===== src/rtl/half_adder_reg.sv =====
// Registered lane-parallel half adder: WIDTH independent lanes, one-cycle latency.
// Optional HALF_ADDER_REG_STATS_EN adds a saturating count of accepted results with any carry set.
module half_adder_reg #(
  parameter int WIDTH = 1
) (
  input  logic             clk,
  input  logic             rst,
  input  logic             in_valid,
  input  logic [WIDTH-1:0] a,
  input  logic [WIDTH-1:0] b,
  output logic [WIDTH-1:0] sum,
  output logic [WIDTH-1:0] cout,
`ifdef HALF_ADDER_REG_STATS_EN
  output logic [15:0]      carry_count,
`endif
  output logic             out_valid
);

  logic [WIDTH-1:0] sum_d, sum_q;
  logic [WIDTH-1:0] cout_d, cout_q;
  logic             out_valid_d, out_valid_q;

  // Next-state: capture on in_valid, otherwise hold results and drop valid
  always_comb begin
    sum_d       = sum_q;
    cout_d      = cout_q;
    out_valid_d = 1'b0;
    if (in_valid) begin
      sum_d       = a ^ b;
      cout_d      = a & b;
      out_valid_d = 1'b1;
    end else begin
      sum_d       = sum_q;
      cout_d      = cout_q;
      out_valid_d = 1'b0;
    end
  end

  // Result registers with synchronous reset taking priority over capture
  always_ff @(posedge clk) begin
    if (rst) begin
      sum_q       <= {WIDTH{1'b0}};
      cout_q      <= {WIDTH{1'b0}};
      out_valid_q <= 1'b0;
    end else begin
      sum_q       <= sum_d;
      cout_q      <= cout_d;
      out_valid_q <= out_valid_d;
    end
  end

  assign sum       = sum_q;
  assign cout      = cout_q;
  assign out_valid = out_valid_q;

`ifdef HALF_ADDER_REG_STATS_EN
  logic [15:0] carry_count_d, carry_count_q;

  // Count accepted results with any carry, saturating at all-ones
  always_comb begin
    carry_count_d = carry_count_q;
    if (in_valid && (|(a & b)) && (carry_count_q != 16'hFFFF)) begin
      carry_count_d = carry_count_q + 16'd1;
    end else begin
      carry_count_d = carry_count_q;
    end
  end

  // Statistics register
  always_ff @(posedge clk) begin
    if (rst) begin
      carry_count_q <= 16'd0;
    end else begin
      carry_count_q <= carry_count_d;
    end
  end

  assign carry_count = carry_count_q;
`endif

endmodule


===== config.mk =====
export PLATFORM = sky130hd
export DESIGN_NAME = half_adder_reg
export DESIGN_NICKNAME = d
export VERILOG_FILES = /design/src/rtl/half_adder_reg.sv
export SDC_FILE = /design/constraint.sdc
export NUM_CORES = 1
export LEC_CHECK = 0
export ABC_AREA = 1
export ABC_CLOCK_PERIOD_IN_PS = 800
export CAP_MARGIN = 20
export CELL_PAD_IN_SITES_DETAIL_PLACEMENT = 0
export CELL_PAD_IN_SITES_GLOBAL_PLACEMENT = 1
export CORE_AREA = 5 5 42 44
export CTS_CLUSTER_SIZE = 30
export DETAILED_ROUTE_END_ITERATION = 12
export DIE_AREA = 0 0 47 49
export GPL_ROUTABILITY_DRIVEN = 0
export PLACE_DENSITY = 0.39
export RECOVER_POWER = 50
export SLEW_MARGIN = 5
export SYNTH_ARGS = -nofsm -noshare
export SYNTH_HDL_FRONTEND = slang
export SYNTH_SLANG_ARGS = --single-unit

===== constraint.sdc =====
create_clock -name clk -period 0.8 [get_ports clk]
set_input_delay 0.16 -clock clk [delete_from_list [all_inputs] [get_ports clk]]
set_output_delay 0.16 -clock clk [all_outputs]
set_load 0.03 [all_outputs]

==> impl_metrics.yaml <==
yosys:
  post_synth.cell_area_avg_sq_um: 7.14
  synth.cell_area_sq_um: 121
  postSynthCellCount: 17
  synthDistinctLibCells: 5
  synth-compound-area-share: 0
  synth-seq-cells: 3
  synth_top_family_by_area: "simple AND/OR/NAND/NOR gates"
  synthXorXnorAreaFrac: 0
  synth-seq-area-share: 0.495
  yosys_warnings: 0
  syn_nets: 23
  synth_simple_gate_area_frac: 0.278
  synthAdderAreaFrac: 0.103
  synth.area.mux_share: 0
floorplan:
  initial_utilization: 0.0866
  die_h_um: 49
  dieArea_sq_um: 2300
  ios: 8
  core_region_area_sq_um: 1400
  rows: 14
  die_w_um: 47
global_route:
  grt_pass1_vias: 151
  grt_use_total: 0.0351
  globalRoute.totalOverflow: 0
  antenna_found_initial: 0
  grt_pass1_wl_um: 503
  grt_max_degree: 6
sta:
  hold_viol: 0
  rsz0062_at_grt: "true"
  finalSetupViolCount: 3
  finalCriticalPeriod_ns: 0.840
  fmax_mhz: 1190
  worst_hold_slack_ns: 0.230
  slew_headroom: 0.880
  slew_viol_final: 0
  tightest_slew_ns: 0.180
  clock_skew_ns: 0
  finalCritPeriodShare: 1.05
  fin_ws_ns: -0.0404
finish:
  diodes: 0
  areaGrowthSynthToFinish_pct: 102
  finalNonFillerCells: 44
  drive_above_1_share: 0.321
  filler_cell_count: 169
  nets: 35
outcome:
  status: "finished with violations"
  violations: "negative setup slack"
drt:
  remaining_drc_errors: 0
  drt-initial-drc-count: 3
  first_pass_iters: 2
  vias: 134
  wl_um: 301
  antenna_left: 0
  viasPerCell: 3.05
  routedWlPerCell_um: 6.84
setup_path:
  slowest_stage: "dfxtp_2"
  end_kind: "output pin"
  cpPeakStageDelay_ns: 0.32
  cp-start-kind: "flop"
  cp_cell_sequence: "buf_6"
  path_buf_inv: 1
  crit_family: "flip-flops"
  cp.required_ns: 0.64
  worst-setup-path-type: "flop to output pin"
  cp_max_fo: 2
  cp_data_arrival_time_ns: 0.68
clock_tree:
  cts_tree: "yes"
  htreeDepth: 1
  clock_latency_ns: 0.23
  cts_root_buf: "clkbuf_4"
  clk_pin_slew_ns: 0.04
  cts_sinks: 3
  postCtsHoldBufs: 0
  numCtsBuffers: 3
  cts_setup_buffers: 0
  cts_buffer_depth: 2
place:
  dp_cells: 40
  portBuffers: 7
  pre_cts_ws_ns: -0.378
  hpwlAfterDp_um: 240
flow_run:
  maxCapViolations: 0
power_and_ir_drop:
  vdd.ir_drop.worst_v: 0.000826
  leakagePower_nw: 0.135
  pwr_density_cell_nw_per_um2: 2090
worst_hold_path:
  min_path_type: "primary input to flop"
cell families after synthesis:
kind of cell               after synthesis
DFF                                      3
and+or+nand+nor                          9
buffers and inverters                    4
adders and majority gates                1
worst register-to-register path, stage by stage (launching register included):
cell	delay (ns)
dfxtp_2	0.31
nor2_1	0.10
nor2_1	0.05
cells in the final DEF (no fill, tap or decap):
cell type and n:
buf_6 3, clkbuf_1 1, clkbuf_4 3, dfxtp_2 3, dlygate4sd2_1 2, dlygate4sd3_1 1
dlymetal6s2s_1 1, ha_1 1, inv_1 4, nand2_1 4, nor2_1 5
power breakdown:
| group | internal (mW) | switching [mW] | leakage [nW] |
|---|---|---|---|
| combinational | 0.0398 | 0.0423 | 0.0940 |
| clock | 0.187 | 0.0766 | 0.0150 |
| sequential | 0.162 | 0.00576 | 0.0258 |
path summary, 6_finish.rpt:
path	from	to	cells past startpoint	slack [ns]
min	in_valid	out_valid	3	0.23
max reg2reg	sum	sum	2	0.22
min reg2reg	cout	cout	2	0.49
max	cout	cout	1	-0.04
sequential cells by signal (all words and copies together) (netlist names):
signal / cells
cout: 1
out_valid: 1
sum: 1
per-stage QoR:
stage,setup TNS [ns],power [mW],util,instance area (sq um)
finish,-0.0995,0.514,0.175,245
CTS,-0.132,0.530,0.173,243
detailed placement,-0.767,0.250,0.146,204
floorplan,0,0.206,-,121
global route,-0.202,0.558,0.175,245
global placement,-0.759,0.249,0.146,204
Yosys cell counts, drive strengths merged:
| library cell | instances | area (sq um) |
|---|---|---|
| nand2 | 4 | 15.0 |
| inv | 4 | 15.0 |
| nor2 | 5 | 18.8 |
| dfxtp | 3 | 60.1 |
| ha | 1 | 12.5 |
routing by layer:
layer	global-route usage	routed length, um	vias up
met1	0.0218	103	60
li1	-	-	70
met4	0.0553	0	0
met3	0.0295	32	0
met5	0	0	-
met2	0.0452	164	4
repair_timing:
item,in CTS,in global routing
pin swaps,2,0
endpoints found under the setup margin,5,5
resized for setup,8,1
cell type report:
class	instances	area [sq um]	area share
inverters	4	15.0	0.0612
repair buffers	7	73.8	0.301
flip-flops and latches	3	63.8	0.260
well taps	16	20.0	0.0816
clock buffers	4	26.3	0.107
multi-input cells	10	46.3	0.189
Note: power is estimated with default switching activity, not from simulation.
